===== src/rtl/result_pkg.sv =====
// Shared defaults and per-channel flag encoding
// for the result capture block.
package result_pkg;

    localparam int DEF_WIDTH    = 10;
    localparam int DEF_CHANNELS = 2;
    localparam int DEF_CNT_W    = 8;

    typedef enum logic {
        FLAG_IDLE    = 1'b0,
        FLAG_PENDING = 1'b1
    } flag_state_e;

endpackage


===== src/rtl/result_channel.sv =====
// One capture channel: last value, peak,
// saturating count, unread flag and drop flag.
module result_channel
    import result_pkg::*;
#(
    parameter int WIDTH = DEF_WIDTH,
    parameter int CNT_W = DEF_CNT_W
) (
    input  logic             clk,
    input  logic             rst,
    input  logic [WIDTH-1:0] result_in,
    input  logic             in_valid,
    input  logic             freeze,
    input  logic             clear,
    input  logic             ack,
    output logic [WIDTH-1:0] result_out,
    output logic [WIDTH-1:0] peak_out,
    output logic [CNT_W-1:0] capture_cnt,
    output logic             new_flag,
    output logic             dropped
);

    flag_state_e      state_q;
    flag_state_e      state_d;
    logic [WIDTH-1:0] result_q;
    logic [WIDTH-1:0] result_d;
    logic [WIDTH-1:0] peak_q;
    logic [WIDTH-1:0] peak_d;
    logic [CNT_W-1:0] cnt_q;
    logic [CNT_W-1:0] cnt_d;
    logic             drop_q;
    logic             drop_d;
    logic             capture;

    assign capture = in_valid && !freeze && !clear;

    always_comb begin
        state_d = state_q;
        case (state_q)
            FLAG_IDLE:    if (capture) state_d = FLAG_PENDING;
            FLAG_PENDING: if (!capture && ack) state_d = FLAG_IDLE;
            default:      state_d = FLAG_IDLE;
        endcase
        if (clear) state_d = FLAG_IDLE;
    end

    always_comb begin
        result_d = result_q;
        peak_d   = peak_q;
        cnt_d    = cnt_q;
        drop_d   = drop_q;
        if (clear) begin
            peak_d = '0;
            cnt_d  = '0;
            drop_d = 1'b0;
        end else if (capture) begin
            result_d = result_in;
            if (result_in > peak_q) peak_d = result_in;
            if (cnt_q != {CNT_W{1'b1}}) cnt_d = cnt_q + 1'b1;
        end else if (in_valid && freeze) begin
            drop_d = 1'b1;
        end
    end

    always_ff @(posedge clk) begin
        if (rst) begin
            state_q  <= FLAG_IDLE;
            result_q <= '0;
            peak_q   <= '0;
            cnt_q    <= '0;
            drop_q   <= 1'b0;
        end else begin
            state_q  <= state_d;
            result_q <= result_d;
            peak_q   <= peak_d;
            cnt_q    <= cnt_d;
            drop_q   <= drop_d;
        end
    end

    assign result_out  = result_q;
    assign peak_out    = peak_q;
    assign capture_cnt = cnt_q;
    assign new_flag    = (state_q == FLAG_PENDING);
    assign dropped     = drop_q;

endmodule


===== src/rtl/result_capture.sv =====
// Multi-channel result capture: one independent
// result_channel per lane, packed on the ports.
module result_capture
    import result_pkg::*;
#(
    parameter int WIDTH    = DEF_WIDTH,
    parameter int CHANNELS = DEF_CHANNELS,
    parameter int CNT_W    = DEF_CNT_W
) (
    input  logic                      clk,
    input  logic                      rst,
    input  logic [CHANNELS*WIDTH-1:0] result_in,
    input  logic [CHANNELS-1:0]       in_valid,
    input  logic                      freeze,
    input  logic                      clear,
    input  logic [CHANNELS-1:0]       ack,
    output logic [CHANNELS*WIDTH-1:0] result_out,
    output logic [CHANNELS*WIDTH-1:0] peak_out,
    output logic [CHANNELS*CNT_W-1:0] capture_cnt,
    output logic [CHANNELS-1:0]       new_flag,
    output logic [CHANNELS-1:0]       dropped
);

    for (genvar k = 0; k < CHANNELS; k++) begin : g_ch
        result_channel #(
            .WIDTH (WIDTH),
            .CNT_W (CNT_W)
        ) u_ch (
            .clk         (clk),
            .rst         (rst),
            .result_in   (result_in[k*WIDTH +: WIDTH]),
            .in_valid    (in_valid[k]),
            .freeze      (freeze),
            .clear       (clear),
            .ack         (ack[k]),
            .result_out  (result_out[k*WIDTH +: WIDTH]),
            .peak_out    (peak_out[k*WIDTH +: WIDTH]),
            .capture_cnt (capture_cnt[k*CNT_W +: CNT_W]),
            .new_flag    (new_flag[k]),
            .dropped     (dropped[k])
        );
    end

endmodule


===== config.mk =====
export PLATFORM = sky130hd
export DESIGN_NAME = result_capture
export DESIGN_NICKNAME = d
export VERILOG_FILES = /design/src/rtl/result_pkg.sv /design/src/rtl/result_channel.sv /design/src/rtl/result_capture.sv
export SDC_FILE = /design/constraint.sdc
export NUM_CORES = 1
export LEC_CHECK = 0
export ABC_AREA = 1
export CAP_MARGIN = 20
export CORE_MARGIN = 2
export CORE_UTILIZATION = 50
export CTS_BUF_LIST = sky130_fd_sc_hd__clkbuf_8
export CTS_CLUSTER_DIAMETER = 60
export CTS_CLUSTER_SIZE = 12
export DETAILED_ROUTE_END_ITERATION = 8
export HOLD_SLACK_MARGIN = 0.12
export PLACE_DENSITY = 0.85
export SYNTH_ARGS = -nofsm -noshare
export SYNTH_HDL_FRONTEND = slang
export SYNTH_SLANG_ARGS = --single-unit

===== constraint.sdc =====
create_clock -name clk -period 1.7 [get_ports clk]
set_input_delay 0.425 -clock clk [delete_from_list [all_inputs] [get_ports clk]]
set_output_delay 0.425 -clock clk [all_outputs]
set_load 0.1 [all_outputs]

==> results.sh, run 1 <==
export IMPL_ir_worst_vdd_mv=0.525
export IMPL_hold_viol=0
export IMPL_crit_slowest_cell="dfxtp_4"
export IMPL_fp_dieArea_um2=6930
export IMPL_placementRows=28
export IMPL_vias_per_cell=5.96
export IMPL_relSlewSlack_pct=73.3
export IMPL_wl_per_cell_um=20.7
export IMPL_max_freq_ghz=0.529
export IMPL_ios=88
export IMPL_drc=0
export IMPL_setup_viol=18
export IMPL_synth_top_cell_by_area="dfxtp_1"
export IMPL_dpl_hpwl_mm=6.32
export IMPL_cp_end_kind="register"
export IMPL_synth_seq_cells=60
export IMPL_cp_required_ns=1.93
export IMPL_endpoint="g_ch[1].u_ch.peak_out[7]$_SDFFE_PP0P_"
export IMPL_portBuffers=87
export IMPL_netlist_area_um2=3140
export IMPL_cts_tree="built"
export IMPL_clockBufferDepth=2
export IMPL_cp_max_fo=5
export IMPL_hold_path_class="register to register"
export IMPL_drive_gt1_share_pct=39.6
export IMPL_final_core_util_pct=93.7
export IMPL_grt_antenna_before_repair=0
export IMPL_wl_mm=13.4
export IMPL_synth_seq_area_share_pct=38.3
export IMPL_cts_sinks=60
export IMPL_regToRegEndpoint="g_ch[1].u_ch.peak_out[7]$_SDFFE_PP0P_"
export IMPL_synth_top_area_share_pct=38.3
export IMPL_startpoint="g_ch[1].u_ch.peak_out[2]$_SDFFE_PP0P_"
export IMPL_grt_use_total_pct=28.0
export IMPL_num_vias=3864
export IMPL_clk_pin_slew_ns=0.08
export IMPL_ys_warn_count=0
export IMPL_cp_arrival_ns=2.12
export IMPL_synth_edf_count=0
export IMPL_fin_crit_sh_pct=111
export IMPL_worstPathCellList="inv_1 -> ha_1 -> nand2_1 -> nor2_4 -> nand3b_1 -> nand2_4 -> clkinvlp_4 -> a21oi_1 -> nor2_1"
export IMPL_worst_setup_path_start_kind="register"
export IMPL_r2r_start="g_ch[1].u_ch.peak_out[2]$_SDFFE_PP0P_"
export IMPL_async_flop_share_pct=0
export IMPL_rsz0062_at_grt="yes"
export IMPL_core_area_um2=5990
export IMPL_power_total_w=0.00358
export IMPL_postSynthAreaPerCell_um2=7.12
export IMPL_ff2ff_path_depth=9
export IMPL_powerDensity_nw_per_um2=639
export IMPL_syn_inst=441
export IMPL_total_leakage_power_nw=2.41
export IMPL_dpl_cell_area_um2=4850
export IMPL_ys_flop_type="dfxtp_1"
export IMPL_grt_max_degree=21
export IMPL_synth_fp_nets=491
export IMPL_first_pass_iters=5
export IMPL_htreeDepth=3
export IMPL_first_global_vias=3393
export IMPL_yosys_top_cells_area="dfxtp_1 (38%), nand2_1 (11%), ha_1 (8.8%)"
export IMPL_grt_ovfl_total=0
export IMPL_final_setup_skew_ns=0.0117
export IMPL_finish_instance_area_um2=5610
export IMPL_n_antenna_cell=0
export IMPL_ant_nets=0
export IMPL_yosysUniqueCellTypes=22
export IMPL_maxSlewViolCount=0
export IMPL_syn_to_final_growth_pct=78.9
export IMPL_drv_cap=0
export IMPL_clk_latency_ns=0.35
export IMPL_dr_first_iter_drc_count=455
export IMPL_grt_pass1_wl_mm=15.8
export IMPL_initial_utilization_pct=52.4
export IMPL_tightest_slew_ns=0.401
export IMPL_violations="negative setup slack"
export IMPL_r2r_slack_ns=-0.19
export IMPL_critical_path_class="register to register"
export IMPL_crit_path_max_incr_delay_ns=0.36
export IMPL_gp_congestion=0.867
export IMPL_layout_setup_ws_ns=-0.190
export IMPL_clock_root_buffer="clkbuf_8"
export IMPL_cts_buffers=9
export IMPL_period_needed_ns=1.89
export IMPL_finalSetupTns_ns=-1.53
export IMPL_dieWidth_um=83.2
export IMPL_die_h_um=83.2
export IMPL_nNetsFinal=618
export IMPL_outcome="complete, but fails checks"
## cell families after synthesis
logic type,after synthesis,share of synthesized area (%)
xor gates and xnor gates,10,2.79
DFF,60,38.3
AOI/OAI and AO/OA,66,12.1
buffers and inverters,97,13.0
adders and majority gates,22,8.77
and+or+nand+nor,186,25.0
## power by group
group | switching [W] | leakage [nW] | internal (W) | total (W)
Clock | 0.000582 | 0.0916 | 0.000498 | 0.00108
Combinational | 0.000647 | 1.81 | 0.000394 | 0.00104
Sequential | 0.0000467 | 0.509 | 0.00142 | 0.00146
## layout make-up
cell class                 count  area (um^2)
clock buffer                   9          124
clock inverter                 7         28.8
fill                         192          378
inverter                      75          293
multi-input combinational    284         1870
sequential                    60         1300
tap                           75         93.8
timing repair buffer         135         1880
timing repair inverter         3         22.5
## sequential cells by signal, summed over array words and instances, names as in the netlist
register               flops
g_ch.u_ch.new_flag         2
g_ch.u_ch.dropped          2
g_ch.u_ch.peak_out        20
g_ch.u_ch.result_out      20
g_ch.u_ch.capture_cnt     16
## placed cells by master, fill, tap and decap left out, drive strengths merged
master         count
inv               77
o21ai              6
a211oi            20
a21oi             40
xnor2              2
dlygate4sd2       20
nand2             96
clkdlybuf4s50      7
clkbuf            10
nor2              58
buf              107
clkinvlp           4
nor3               2
xor2               8
ha                22
nand3b             2
clkinv             4
nand3             28
dfxtp             60
## through the flow
stage	instances	hold slack [ns]	setup slack, ns
finish	648	0.516	-0.190
global route	648	0.530	-0.216
CTS	629	0.509	0.00524
detailed placement	600	0.491	-0.617
global placement	600	0.491	-0.480
floorplan	441	0.443	-0.00311
## how the worst min path moves through the flow
stage	cells after the start	end	start	slack (ns)
after floorplan	2	g_ch[0].u_ch.dropped$_SDFFE_PP0P_	g_ch[0].u_ch.dropped$_SDFFE_PP0P_	0.44
after global placement	2	g_ch[1].u_ch.new_flag$_SDFF_PP0_	g_ch[1].u_ch.new_flag$_SDFF_PP0_	0.49
after detailed placement	2	g_ch[0].u_ch.new_flag$_SDFF_PP0_	g_ch[0].u_ch.new_flag$_SDFF_PP0_	0.49
after CTS	3	g_ch[0].u_ch.result_out[7]$_SDFFE_PP0P_	result_in[7]	0.51
after global routing	2	g_ch[1].u_ch.capture_cnt[4]$_SDFFE_PP0P_	g_ch[1].u_ch.capture_cnt[4]$_SDFFE_PP0P_	0.53
final	2	g_ch[1].u_ch.capture_cnt[4]$_SDFFE_PP0P_	g_ch[1].u_ch.capture_cnt[4]$_SDFFE_PP0P_	0.52
## per-layer routing
metal	track usage [%]	routed length, um	vias to the layer above
met5	0	0	-
met4	11.8	760	0
met3	9.34	1290	98
li1	-	-	1641
met2	50.1	6470	339
met1	30.0	4870	1786
## synthesized netlist by cell type (3+ instances only)
library cell,n
nand2_1,92
inv_1,71
buf_2,13
clkbuf_1,3
o21ai_0,5
buf_4,5
a211oi_1,20
dfxtp_1,60
nand3_1,28
a21oi_1,40
xor2_1,8
nor2_1,58
ha_1,22
## what timing repair did
item,in CTS,in global routing
setup buffers,7,17
setup endpoints to repair,20,21
cloned,6,2
resized for setup,54,52
hold buffers,0,0
pin swaps,26,25
## critical path: cells and delay by family (launching register included)
family | cells | cell delay [ns]
and+or+nand+nor | 5 | 0.63
DFF | 1 | 0.36
adders and majority gates | 1 | 0.30
buffers and inverters | 2 | 0.24
AOI/OAI and AO/OA | 1 | 0.24
No activity file was read; power rests on OpenSTA's default activity.
==> run 2: changes to the inputs <==
==> constraint.sdc (replaced) <==
create_clock -name clk -period 1.7 [get_ports clk]
set_input_delay 0.425 -clock clk [delete_from_list [all_inputs] [get_ports clk]]
set_output_delay 0.425 -clock clk [all_outputs]
set_load 0.02 [all_outputs]
==> run 2 against run 1 <==
Compared with the run above:
- the flow still finishes with violations (negative setup slack)
- clock power up 13%
- sequential share of layout area up 2.0 points
- cell area down 13%
- via count down 10%
- utilization down 12 points
- setup slack better by 0.099 ns
- first-iteration DRC count shrank 57%
- largest cell class is now multi-input combinational cells
- count of clock-buffer cells in the layout stayed put
- cell count rose by 0.31%
- register-to-register slack better by 0.099 ns
==> results.sh, run 2 (synthesis results as in run 1) <==
export IMPL_outcome="complete, but fails checks"
export IMPL_violations="negative setup slack"
export IMPL_worst_path_dominant_cell_family="simple AND/OR/NAND/NOR gates"
export IMPL_power_total_w=0.00332
export IMPL_nNetsFinal=620
export IMPL_fillers=395
export IMPL_ir_worst_vdd_mv=0.669
export IMPL_fin_crit_sh_pct=105
export IMPL_maxSlewViolCount=0
export IMPL_vias_per_cell=5.34
export IMPL_gp_congestion=0.846
export IMPL_drc=0
export IMPL_clk_latency_ns=0.34
export IMPL_grt_ovfl_total=0
export IMPL_crit_path_frequent_cell="nand2_4"
export IMPL_dr_first_iter_drc_count=194
export IMPL_powerDensity_nw_per_um2=682
export IMPL_fp_dieArea_um2=6930
export IMPL_dieWidth_um=83.2
export IMPL_cp_end_kind="register"
export IMPL_worst_path_buf_inv=2
export IMPL_portBuffers=87
export IMPL_grt_max_degree=21
export IMPL_crit_path_max_incr_delay_ns=0.35
export IMPL_cts_tree="built"
export IMPL_num_vias=3470
export IMPL_dpl_hpwl_mm=5.83
export IMPL_grt_antenna_before_repair=0
export IMPL_critical_path_class="register to register"
export IMPL_seq_area_um2=1220
export IMPL_worstPathCellList="inv_1 -> ha_4 -> nand2_4 -> nor2_4 -> nand3b_1 -> nand2_4 -> clkinvlp_4 -> a21oi_1 -> nor2_1"
export IMPL_total_leakage_power_nw=2.46
export IMPL_initial_utilization_pct=52.4
export IMPL_layout_setup_ws_ns=-0.0904
export IMPL_wl_mm=10.1
export IMPL_final_setup_skew_ns=0.00425
export IMPL_cts_sinks=60
export IMPL_cp_required_ns=1.93
export IMPL_finish_instance_area_um2=4870
export IMPL_final_common_cell="nand2_1"
export IMPL_dr_wl_met3_um=756
export IMPL_wl_met2_mm=4.96
export IMPL_hold_slack_ns=0.477
export IMPL_first_global_vias=3160
export IMPL_hold_path_class="register to register"
export IMPL_drv_cap=0
export IMPL_rsz0062_at_grt="yes"
export IMPL_cts_buffers=9
export IMPL_ios=88
export IMPL_setup_viol=14
export IMPL_wl_per_cell_um=15.5
export IMPL_max_freq_ghz=0.559
export IMPL_ff2ff_path_depth=9
export IMPL_cp_max_fo=5
export IMPL_whs_path_depth=2
export IMPL_hold_viol=0
export IMPL_dr_max_layer_used="met4"
export IMPL_grt_pass1_wl_mm=14.5
export IMPL_clockBufferDepth=2
export IMPL_clock_root_buffer="clkbuf_8"
export IMPL_relSlewSlack_pct=73.3
export IMPL_cp_arrival_ns=2.02
export IMPL_dpl_cell_area_um2=4190
export IMPL_met1_length_mm=4.10
export IMPL_ant_nets=0
export IMPL_n_antenna_cell=0
export IMPL_crit_slowest_cell="dfxtp_2"
export IMPL_final_core_util_pct=81.3
export IMPL_syn_to_final_growth_pct=55.3
export IMPL_worst_setup_path_start_kind="register"
export IMPL_final_cell_mix="nand2_1 (81), dlygate4sd2_1 (73), inv_1 (63), nor2_1 (52), buf_4 (44)"
export IMPL_clk_pin_slew_ns=0.06
export IMPL_htreeDepth=3
export IMPL_multi_input_area_um2=1860
export IMPL_first_pass_iters=8
export IMPL_grt_use_total_pct=25.5
export IMPL_die_h_um=83.2
export IMPL_period_needed_ns=1.79
export IMPL_core_area_um2=5990
export IMPL_tightest_slew_ns=0.400
export IMPL_drive_gt1_share_pct=27.5
export IMPL_path_depth=9
export IMPL_placementRows=28
-- run 2: cell count changes in the layout (fill, tap and decap cells not counted), sizes merged, moves of 2 or more --
| cell | previous run | this run |
|---|---|---|
| inv | 77 | 75 |
| buf | 107 | 47 |
| dlymetal6s2s | 0 | 7 |
| dlygate4sd2 | 20 | 73 |
| clkinvlp | 4 | 9 |
-- run 2: metal layers --
metal / GRT usage [%] / vias up
li1: - / 1646
met1: 30.2 / 1634
met2: 43.0 / 154
met3: 6.96 / 36
met4: 10.9 / 0
met5: 0 / -
-- run 2: what timing repair did --
action                                  CTS  global route
gates cloned                              6             0
endpoints found under the setup margin   73            28
resized for setup                       106            72
hold buffers                              0             0
pin swaps                                28            38
buffers inserted                          8            13
-- run 2: path summary, 6_finish.rpt --
path                                          from                                    end  slack, ns
max          g_ch[1].u_ch.peak_out[9]$_SDFFE_PP0P_  g_ch[1].u_ch.peak_out[9]$_SDFFE_PP0P_      -0.09
min              g_ch[1].u_ch.dropped$_SDFFE_PP0P_      g_ch[1].u_ch.dropped$_SDFFE_PP0P_       0.48
max reg2reg  g_ch[1].u_ch.peak_out[9]$_SDFFE_PP0P_  g_ch[1].u_ch.peak_out[9]$_SDFFE_PP0P_      -0.09
min reg2reg      g_ch[1].u_ch.dropped$_SDFFE_PP0P_      g_ch[1].u_ch.dropped$_SDFFE_PP0P_       0.48
-- run 2: tightest hold or removal path: stages (launching register included) --
cell	delay, ns
dfxtp_1	0.32
o21ai_0	0.08
inv_1	0.04
-- run 2: metrics by stage --
step	instances	TNS, ns	worst slack, ns
final	650	-0.556	-0.0904
after global routing	650	-1.92	-0.169
after CTS	637	0	0.000892
after detailed placement	607	-12.89	-0.605
after global placement	607	-11.36	-0.570
after floorplan	441	0	0.0812
-- run 2: final cells by class --
class | count | area share (%)
timing repair inverter | 6 | 0.924
clock inverter | 7 | 1.23
timing repair buffer | 134 | 24.0
sequential | 60 | 25.1
inverter | 75 | 6.03
clock buffer | 9 | 2.54
tap | 75 | 1.93
multi-input combinational | 284 | 38.2
-- run 2: where the power goes --
part           switching [W]  internal [W]  total (W)
clock network       0.000563      0.000657    0.00122
registers          0.0000242       0.00145    0.00147
logic               0.000364      0.000268   0.000632
total               0.000951       0.00237    0.00332
==> run 3: changes to the inputs <==
--- a/config.mk
+++ b/config.mk
@@ -6,7 +6,6 @@
 export NUM_CORES = 1
 export LEC_CHECK = 0
 export ABC_AREA = 1
-export CAP_MARGIN = 20
 export CORE_MARGIN = 2
 export CORE_UTILIZATION = 50
 export CTS_BUF_LIST = sky130_fd_sc_hd__clkbuf_8
@@ -15,6 +14,7 @@
 export DETAILED_ROUTE_END_ITERATION = 8
 export HOLD_SLACK_MARGIN = 0.12
 export PLACE_DENSITY = 0.85
+export SLEW_MARGIN = 20
 export SYNTH_ARGS = -nofsm -noshare
 export SYNTH_HDL_FRONTEND = slang
 export SYNTH_SLANG_ARGS = --single-unit
==> results of run 3 <==
Final layout, timing and power as in run 2 (identical DEF).
